[src/rtl/rep_pkg.sv]
// Shared widths and the run-sequencer state encoding for the repetition scheduler.
package rep_pkg;

  localparam int unsigned DEF_DATA_WIDTH             = 8;
  localparam int unsigned DEF_GROUP_SIZE             = 4;
  localparam int unsigned DEF_LOG_MAX_ITERS          = 16;
  localparam int unsigned DEF_LOG_MAX_READS_PER_ITER = 16;
  localparam int unsigned DEF_ADDR_WIDTH             = 10;
  localparam int unsigned DEF_GROUP_WIDTH            = DEF_DATA_WIDTH * DEF_GROUP_SIZE;

  typedef enum logic [2:0] {
    IDLE,
    CONFIG,
    RUN,
    DRAIN,
    DONE
  } state_t;

endpackage

[src/rtl/rep_skid_fifo.sv]
// Two-entry FIFO that absorbs group-buffer read data while the detector stalls.
module rep_skid_fifo
  import rep_pkg::*;
#(
  parameter int unsigned WIDTH = DEF_GROUP_WIDTH
) (
  input  logic             clk,
  input  logic             rst,
  input  logic             push,
  input  logic             pop,
  input  logic [WIDTH-1:0] wr_data,
  output logic [WIDTH-1:0] rd_data,
  output logic             full,
  output logic             empty,
  output logic [1:0]       count
);

  logic [WIDTH-1:0] mem [2];
  logic             wr_ptr;
  logic             rd_ptr;
  logic [1:0]       cnt;
  logic             do_push;
  logic             do_pop;

  assign full    = (cnt == 2'd2);
  assign empty   = (cnt == 2'd0);
  assign count   = cnt;
  assign rd_data = mem[rd_ptr];
  // A push into a full FIFO is accepted only when the head leaves in the same cycle.
  assign do_push = push && (!full || pop);
  assign do_pop  = pop && !empty;

  // Pointer and occupancy bookkeeping.
  always_ff @(posedge clk) begin
    if (rst) begin
      wr_ptr <= 1'b0;
      rd_ptr <= 1'b0;
      cnt    <= '0;
    end else begin
      if (do_push) wr_ptr <= ~wr_ptr;
      if (do_pop)  rd_ptr <= ~rd_ptr;
      case ({do_push, do_pop})
        2'b10:   cnt <= cnt + 2'd1;
        2'b01:   cnt <= cnt - 2'd1;
        default: cnt <= cnt;
      endcase
    end
  end

  // Storage array; contents are don't-care while the FIFO is empty.
  always_ff @(posedge clk) begin
    if (do_push) mem[wr_ptr] <= wr_data;
  end

endmodule

[src/rtl/repetition_scheduler.sv]
// Sequences a repetition_detector run: latches the configuration, configures the
// detector, re-reads the group window once per iteration and streams the groups out.
module repetition_scheduler
  import rep_pkg::*;
#(
  parameter int unsigned DATA_WIDTH             = DEF_DATA_WIDTH,
  parameter int unsigned GROUP_SIZE             = DEF_GROUP_SIZE,
  parameter int unsigned LOG_MAX_ITERS          = DEF_LOG_MAX_ITERS,
  parameter int unsigned LOG_MAX_READS_PER_ITER = DEF_LOG_MAX_READS_PER_ITER,
  parameter int unsigned ADDR_WIDTH             = DEF_ADDR_WIDTH
) (
  input  logic                              clk,
  input  logic                              rst,
  input  logic                              start,
  input  logic [LOG_MAX_ITERS-1:0]          num_iters,
  input  logic [LOG_MAX_READS_PER_ITER-1:0] num_reads_per_iter,
  input  logic [ADDR_WIDTH-1:0]             base_addr,
  output logic                              busy,
  output logic                              done,
  output logic                              rd_en,
  output logic [ADDR_WIDTH-1:0]             rd_addr,
  input  logic [DATA_WIDTH*GROUP_SIZE-1:0]  rd_data,
  output logic                              det_configure,
  output logic [LOG_MAX_ITERS-1:0]          det_num_iters,
  output logic [LOG_MAX_READS_PER_ITER-1:0] det_num_reads_per_iter,
  output logic [DATA_WIDTH*GROUP_SIZE-1:0]  det_data,
  output logic                              det_valid,
  input  logic                              det_avail
);

  localparam int unsigned GROUP_W = DATA_WIDTH * GROUP_SIZE;
  localparam int unsigned XFER_W  = LOG_MAX_ITERS + LOG_MAX_READS_PER_ITER;

  state_t                            state;
  state_t                            state_next;
  logic [ADDR_WIDTH-1:0]             cfg_base;
  logic [LOG_MAX_ITERS-1:0]          iter_idx;
  logic [LOG_MAX_READS_PER_ITER-1:0] read_idx;
  logic [XFER_W-1:0]                 xfer_cnt;
  logic [XFER_W-1:0]                 xfer_total;
  logic                              rd_pending;

  logic [GROUP_W-1:0]                fifo_head;
  logic                              fifo_full;
  logic                              fifo_empty;
  logic [1:0]                        fifo_count;
  logic                              pop;
  logic [2:0]                        occupancy;
  logic                              issue_ok;
  logic                              last_read;
  logic                              xfer_last;
  logic                              cfg_empty;

  assign pop       = !fifo_empty && det_avail;
  // Counting the group leaving this cycle keeps the read stream at one group per
  // cycle under full throughput without ever holding more than two in flight.
  assign occupancy = 3'(rd_pending) + 3'(fifo_count) - 3'(pop);
  assign issue_ok  = (occupancy < 3'd2) && (!fifo_full || pop);
  assign last_read = (iter_idx == det_num_iters - LOG_MAX_ITERS'(1)) &&
                     (read_idx == det_num_reads_per_iter - LOG_MAX_READS_PER_ITER'(1));
  assign xfer_last = ((xfer_cnt + XFER_W'(pop)) == xfer_total);
  assign cfg_empty = (det_num_iters == '0) || (det_num_reads_per_iter == '0);

  rep_skid_fifo #(
    .WIDTH(GROUP_W)
  ) u_fifo (
    .clk     (clk),
    .rst     (rst),
    .push    (rd_pending),
    .pop     (pop),
    .wr_data (rd_data),
    .rd_data (fifo_head),
    .full    (fifo_full),
    .empty   (fifo_empty),
    .count   (fifo_count)
  );

  // State register.
  always_ff @(posedge clk) begin
    if (rst) state <= IDLE;
    else     state <= state_next;
  end

  // Next-state logic.
  always_comb begin
    state_next = state;
    unique case (state)
      IDLE:    if (start) state_next = CONFIG;
      CONFIG:  state_next = cfg_empty ? DONE : RUN;
      RUN:     if (rd_en && last_read) state_next = DRAIN;
      DRAIN:   if (xfer_last) state_next = DONE;
      DONE:    state_next = IDLE;
      default: state_next = IDLE;
    endcase
  end

  // Outputs decoded from state, read issue and FIFO head.
  always_comb begin
    busy          = 1'b0;
    done          = 1'b0;
    det_configure = 1'b0;
    case (state)
      CONFIG: begin
        busy          = 1'b1;
        det_configure = 1'b1;
      end
      RUN, DRAIN: busy = 1'b1;
      DONE:       done = 1'b1;
      default:    ;
    endcase
    rd_en     = (state == RUN) && issue_ok;
    rd_addr   = rd_en ? cfg_base + ADDR_WIDTH'(read_idx) : '0;
    det_valid = !fifo_empty;
    det_data  = det_valid ? fifo_head : '0;
  end

  // Configuration latch, window/iteration counters and transfer accounting.
  always_ff @(posedge clk) begin
    if (rst) begin
      det_num_iters          <= '0;
      det_num_reads_per_iter <= '0;
      cfg_base               <= '0;
      xfer_total             <= '0;
      xfer_cnt               <= '0;
      iter_idx               <= '0;
      read_idx               <= '0;
      rd_pending             <= 1'b0;
    end else begin
      rd_pending <= rd_en;
      if (state == IDLE && start) begin
        det_num_iters          <= num_iters;
        det_num_reads_per_iter <= num_reads_per_iter;
        cfg_base               <= base_addr;
        xfer_total             <= XFER_W'(num_iters) * XFER_W'(num_reads_per_iter);
        xfer_cnt               <= '0;
        iter_idx               <= '0;
        read_idx               <= '0;
      end else begin
        if (rd_en) begin
          if (read_idx == det_num_reads_per_iter - LOG_MAX_READS_PER_ITER'(1)) begin
            read_idx <= '0;
            iter_idx <= iter_idx + LOG_MAX_ITERS'(1);
          end else begin
            read_idx <= read_idx + LOG_MAX_READS_PER_ITER'(1);
          end
        end
        if (pop) xfer_cnt <= xfer_cnt + XFER_W'(1);
      end
    end
  end

endmodule

[config.mk]
export PLATFORM = sky130hd
export DESIGN_NAME = repetition_scheduler
export DESIGN_NICKNAME = d
export VERILOG_FILES = /design/src/rtl/rep_pkg.sv /design/src/rtl/rep_skid_fifo.sv /design/src/rtl/repetition_scheduler.sv
export SDC_FILE = /design/constraint.sdc
export NUM_CORES = 1
export LEC_CHECK = 0
export CAP_MARGIN = 20
export CORE_UTILIZATION = 25
export CTS_CLUSTER_SIZE = 24
export DETAILED_ROUTE_END_ITERATION = 10
export GPL_ROUTABILITY_DRIVEN = 0
export MAX_ROUTING_LAYER = met4
export PLACE_DENSITY = 0.4
export SLEW_MARGIN = 0
export SYNTH_ARGS = -nofsm -noshare
export SYNTH_HDL_FRONTEND = slang
export SYNTH_HIERARCHICAL = 1
export SYNTH_SLANG_ARGS = --single-unit
[constraint.sdc]
create_clock -name clk -period 13.5 [get_ports clk]
set_input_delay 2.7 -clock clk [delete_from_list [all_inputs] [get_ports clk]]
set_output_delay 2.7 -clock clk [all_outputs]
set_load 0.03 [all_outputs]
==> results.ini, run 1 <==
[status]
status=finished clean

[logic_synthesis]
yosysSeqAreaShare=0.2518
syn_area_per_cell_sq_um=8.826
synth-async-reset-ratio=0
yosysUniqueCellTypes=73
netlist_area_sq_mm=0.01932
synth_seq_cells=211
synthesis.instances=2189
yosys_warnings=6
ys.flop_type=dfxtp_1
syn_nets=2585
synth_edf_count=64

[placed_design]
dpl.hpwl_um=43960
portBuffers=156
post-place-ws_ns=3.596

[timing]
worst_pin_slew_ns=1.165
slew_headroom=0.2211
final_max_slew_viol_count=0
fin_ws_ns=4.159
rsz0062_at_grt=no
timing.fmax_ghz=0.1071
setup_viol=0
hold_violations=0
fin_crit_sh=0.6919
final.min_clock_period_ns=9.341
skew_ns=0.01249
tns_ns=0

[clock_network]
ctsRootBufferMaster=clkbuf_16
cts_setup_buffers=0
cts_resized=0
clock_latency_ns=0.57
postCtsHoldBufs=0
cts_buffer_depth=3
cts_sinks=211
cts_tree=yes
h-tree-depth=1
clk_pin_slew_ns=0.06
cts_buffers=28

[grt]
antenna_found_initial=1
busiest_layer=met2
overflow=0
grt_max_degree=88
grt_first_pass_wirelength_um=92000
met1_usage=0.2136
grt_usage=0.1547
grtUsageMet2=0.2367
grt_pass1_vias=15700
grtUsageMet3=0.02140

[routing]
drt-pass1-iter-count=5
vias=15230
drc=0
first_iter_violations=678
via_per_inst=4.567
drt_wl_total_um=58860
routedWlPerCell_um=17.65
antenna_left=0

[worst_setup_path]
critPathArrivalTime_ns=9.82
end_kind=flip-flop
start_kind=primary input
cp.required_ns=13.98
setup.worst_path.class=primary input to flip-flop
cp_max_fo=17

[cells_and_area]
layout_commonest_cell=nand2_1
multiInputGateArea_sq_mm=0.01308
nFillCells=8130
mostFrequentLayoutCells=nand2_1, inv_1, fa_1, clkdlybuf4s50_1, dfxtp_1
syn_to_final_growth_pct=17.83
drive_gt1_frac=0.05035
final_core_util=0.2988
register_area_sq_mm=0.004865
final_nets=2679

[min_path]
hp-class=flip-flop to flip-flop

[floorplanning]
num_rows=101
dieWidth_um=280
die_h_um=280
pin_count=157
dieArea_sq_mm=0.07840
core_area_sq_mm=0.07620
start_util=0.2536

[power_and_ir_drop]
p_leak_nw=9.238
max-vdd-ir-drop_uv=220.1
power.density_mw_per_mm2=223.6

[flow_run]
cap_violations=0

==> synth_stat cells, drive strengths merged (40+ instances only) <==
master  instances  share of area
nand2         344          0.067
inv           247          0.048
fa            196           0.20
dfxtp         147           0.15
a21oi         130          0.034
ha            122          0.079
and2          119          0.039
nor2          116          0.023
xnor2          96          0.044
clkbuf         90          0.018
edfxtp         64          0.099
xor2           64          0.029
nand3          44          0.012
nor2b          40          0.013
==> flip-flops by register name, indices dropped and copies added (netlist names), 10 cells and up, named ones only <==
signal / cells
u_fifo/mem: 64
xfer_cnt: 32
iter_idx: 16
xfer_total: 32
cfg_base: 10
det_num_reads_per_iter: 16
read_idx: 16
det_num_iters: 16
==> worst max-delay path, stage by stage <==
cell and delay [ns]:
clkdlybuf4s50_1 1.08, nand2_1 0.19, fa_1 0.60, fa_1 0.43, fa_1 0.50, fa_1 0.50, inv_1 0.05, fa_1 0.52
inv_1 0.06, fa_1 0.54, inv_1 0.05, ha_1 0.35, and3_1 0.20, a311oi_1 0.66, a311o_1 0.39, a21oi_1 0.16
o41ai_1 0.41, xnor2_1 0.17, nand2_1 0.07, a21oi_1 0.18
==> per-stage QoR <==
stage          area (sq um)  total power, mW  hold slack (ns)  instances
2_1_floorplan         19320            3.386           0.4406       2189
3_3_place_gp          21850            4.356           0.4544       3283
3_5_place_dp          21850            4.368           0.4618       3283
4_1_cts               22760            5.154           0.4712       3334
5_1_grt               22770            5.609           0.4831       3335
6_report              22770            5.090           0.4664       3335
==> where the power goes <==
group / switching [mW] / internal (mW)
clock: 0.304 / 0.437
combinational: 2.08 / 1.44
sequential: 0.0901 / 0.735
==> area by class of cell <==
cell class,count,area share
clock inverter,16,0.007035
antenna,1,0.0001099
multi-input combinational,1622,0.5745
timing repair buffer,173,0.07408
sequential,211,0.2137
tap,1030,0.05661
inverter,247,0.04072
clock buffer,35,0.03325
==> cells by family (layout without fill, tap and decap cells) <==
group / after synthesis / in the layout / share of synthesized area
mux: 40 / 40 / 0.02312
xor+xnor: 160 / 160 / 0.07253
compound gates: 260 / 260 / 0.08218
flops: 211 / 211 / 0.2518
simple gates: 844 / 844 / 0.2164
buf+inv: 356 / 471 / 0.07195
other cells: 0 / 1 / 0
fa+ha+maj: 318 / 318 / 0.2821
==> layer usage <==
metal	vias up	part of all wire
met5	-	0
met4	0	0.025
met3	72	0.040
met2	293	0.45
met1	7503	0.49
li1	7363	-
==> final timing paths <==
path              slack, ns                           to  depth (start not counted)                          from
setup / recovery       4.16  xfer_total[28]$_SDFFE_PP0P_                         20                  num_iters[8]
hold / removal         0.47     cfg_base[8]$_SDFFE_PP0P_                          2      cfg_base[8]$_SDFFE_PP0P_
setup reg to reg       8.33    read_idx[13]$_SDFFE_PP0P_                         17  u_fifo/count[1]$_SDFFE_PP0P_
hold reg to reg        0.47     cfg_base[8]$_SDFFE_PP0P_                          2      cfg_base[8]$_SDFFE_PP0P_
Power figures use the tool's default switching activity.
==> run 2: changes to the inputs <==
clock period = 9.3 ns   (was 13.5 ns; I/O delays follow)
==> run 2 against run 1 <==
Clock power rose by 40%. Combinational power increased by 44%. Critical path depth up 2. First-iteration DRC count grew 15%. Critical path type unchanged. Critical endpoint unchanged. Highest routed layer unchanged.
==> results.ini, run 2 (synthesis gave the netlist of run 1 again) <==
[floorplanning]
core_area_sq_mm=0.07620  ; unchanged
dieArea_sq_mm=0.07840  ; unchanged
start_util=0.2536  ; unchanged
num_rows=101  ; unchanged
pin_count=157  ; unchanged
die_h_um=280  ; unchanged
dieWidth_um=280  ; unchanged

[routing]
first_iter_violations=781  ; +15%
drt-pass1-iter-count=5  ; unchanged
routedWlPerCell_um=17.38  ; -1.5%
vias=15210  ; -0.13%
antenna_left=0  ; unchanged
drt_wl_total_um=58310  ; -0.93%
via_per_inst=4.534  ; -0.73%
drc=0  ; unchanged

[min_path]
hold_depth=2  ; unchanged
hp-class=flip-flop to flip-flop
min_to=cfg_base[7]$_SDFFE_PP0P_
min_from=cfg_base[7]$_SDFFE_PP0P_

[flow_run]
cap_violations=0  ; unchanged

[placed_design]
portBuffers=156  ; unchanged
post-place-ws_ns=0.6841  ; -2.912 ns
dpl.hpwl_um=45530  ; +3.6%

[cells_and_area]
syn_to_final_growth_pct=18.51
top_register=u_fifo/mem
mostFrequentLayoutCells=nand2_1, inv_1, fa_1, clkdlybuf4s50_1, dfxtp_1
layout_commonest_cell=nand2_1
final_nets=2700  ; +0.78%
reg_top3=u_fifo/mem x64, xfer_cnt x32, xfer_total x32
antennaDiodeCount=0  ; -1
drive_gt1_frac=0.05849  ; +0.008147
nFillCells=8077  ; -0.65%
largest_reg_flops=64  ; unchanged
multiInputGateArea_sq_mm=0.01308  ; unchanged
register_area_sq_mm=0.004865  ; unchanged

[clock_network]
cts_tree=yes
cts_buffers=29  ; +3.6%
cts_buffer_depth=3  ; unchanged
h-tree-depth=1  ; unchanged
ctsRootBufferMaster=clkbuf_16
cts_setup_buffers=0  ; unchanged
cts_sinks=211  ; unchanged
clk_pin_slew_ns=0.05  ; about the same
cts_resized=0  ; unchanged
postCtsHoldBufs=0  ; unchanged
clock_latency_ns=0.57  ; about the same

[worst_setup_path]
cp.required_ns=9.78  ; -4.20 ns
start_kind=primary input
timing.rr.start=u_fifo/count[1]$_SDFFE_PP0P_
cp_max_fo=10  ; -7
crit_path_max_incr_delay_ns=0.79  ; -0.29 ns
reg2reg_slack_ns=4.23  ; -4.10 ns
setup.worst_path.class=primary input to flip-flop
slowest_stage=clkdlybuf4s50_1
r2r-end=read_idx[13]$_SDFFE_PP0P_
end_kind=flip-flop
critPathArrivalTime_ns=8.52  ; -1.30 ns
r2r_cells=17  ; unchanged
cp_cell_sequence=clkdlybuf4s50_1, buf_4, nand2_1, fa_1, inv_1, fa_1, fa_1, fa_1, fa_1, inv_1, fa_1, inv_1, ha_1, a21o_1, a21oi_1, o21ai_0, a21oi_1, a21oi_1, o41ai_1, xnor2_1, nand2_1, a21oi_1
cpMostUsedCell=fa_1

[timing]
final_max_slew_viol_count=0  ; unchanged
setup_viol=0  ; unchanged
fin_ws_ns=1.262  ; -2.897 ns
tns_ns=0  ; unchanged
hold_violations=0  ; unchanged
worst_pin_slew_ns=1.042  ; -0.1231 ns
skew_ns=0.01789  ; +0.005408 ns
final.min_clock_period_ns=8.038
timing.fmax_ghz=0.1244
fin_crit_sh=0.8643
rsz0062_at_grt=no
slew_headroom=0.3034  ; +0.08230
whs_ns=0.4605  ; -0.005914 ns

[status]
status=finished clean

[grt]
grt_usage=0.1520  ; -0.002772
grt_max_degree=79  ; -10%
grt_first_pass_wirelength_um=91440  ; -0.61%
antenna_found_initial=0  ; -1
grt_pass1_vias=15540  ; -1.0%
overflow=0  ; unchanged

[power_and_ir_drop]
max-vdd-ir-drop_uv=241.4  ; +9.7%
p_leak_nw=9.318  ; +0.87%
power.density_mw_per_mm2=319.0  ; +43%

-- run 2: cell count changes in the layout (fill, tap and decap cells not counted), sizes merged --
| cell | before | now |
|---|---|---|
| clkinvlp | 0 | 2 |
| buf | 18 | 38 |
| clkinv | 12 | 4 |
| diode | 1 | 0 |
| bufinv | 2 | 0 |
| clkbuf | 35 | 44 |
-- run 2: area by class of cell --
cell class                 instances  area share
multi-input combinational       1622      0.5712
sequential                       211      0.2124
timing repair buffer             193     0.08021
tap                             1030     0.05628
inverter                         247     0.04049
clock buffer                      44     0.03634
clock inverter                     8    0.003005
-- run 2: stage by stage --
step / instance area [sq um] / total power, mW / std cells / utilization
3_3_place_gp: 22000 / 6.301 / 3303 / 0.2887
2_1_floorplan: 19320 / 4.915 / 2189 / -
6_report: 22900 / 7.304 / 3355 / 0.3005
3_5_place_dp: 22000 / 6.316 / 3303 / 0.2887
4_1_cts: 22900 / 7.412 / 3355 / 0.3005
5_1_grt: 22900 / 8.031 / 3355 / 0.3005
-- run 2: worst max-delay path: cells and delay by family --
family	cells	cell delay [ns]
compound gates	7	1.52
xor+xnor	1	0.16
fa+ha+maj	7	3.54
buf+inv	5	1.25
simple gates	2	0.17
-- run 2: how the worst max path moves through the flow --
stage                                   to  cells after the start                  start
2_1_floorplan  xfer_total[28]$_SDFFE_PP0P_                     21  num_reads_per_iter[6]
3_3_place_gp   xfer_total[30]$_SDFFE_PP0P_                     19          num_iters[11]
3_5_place_dp   xfer_total[28]$_SDFFE_PP0P_                     22           num_iters[6]
4_1_cts        xfer_total[28]$_SDFFE_PP0P_                     22           num_iters[6]
5_1_grt        xfer_total[28]$_SDFFE_PP0P_                     23  num_reads_per_iter[4]
6_report       xfer_total[28]$_SDFFE_PP0P_                     22           num_iters[6]
-- run 2: per-layer routing --
metal	GRT usage	share of wire	up-vias
li1	-	-	7398
met1	0.2178	0.51	7480
met2	0.2329	0.45	281
met3	0.01432	0.034	52
met4	0.02788	0.015	0
met5	-	0	-
-- run 2: power by group --
| group | total [mW] | leakage [nW] | switching (mW) | internal, mW |
|---|---|---|---|---|
| Sequential | 1.20 | 1.77 | 0.129 | 1.07 |
| Combinational | 5.07 | 7.11 | 2.97 | 2.09 |
| Clock | 1.04 | 0.436 | 0.424 | 0.617 |
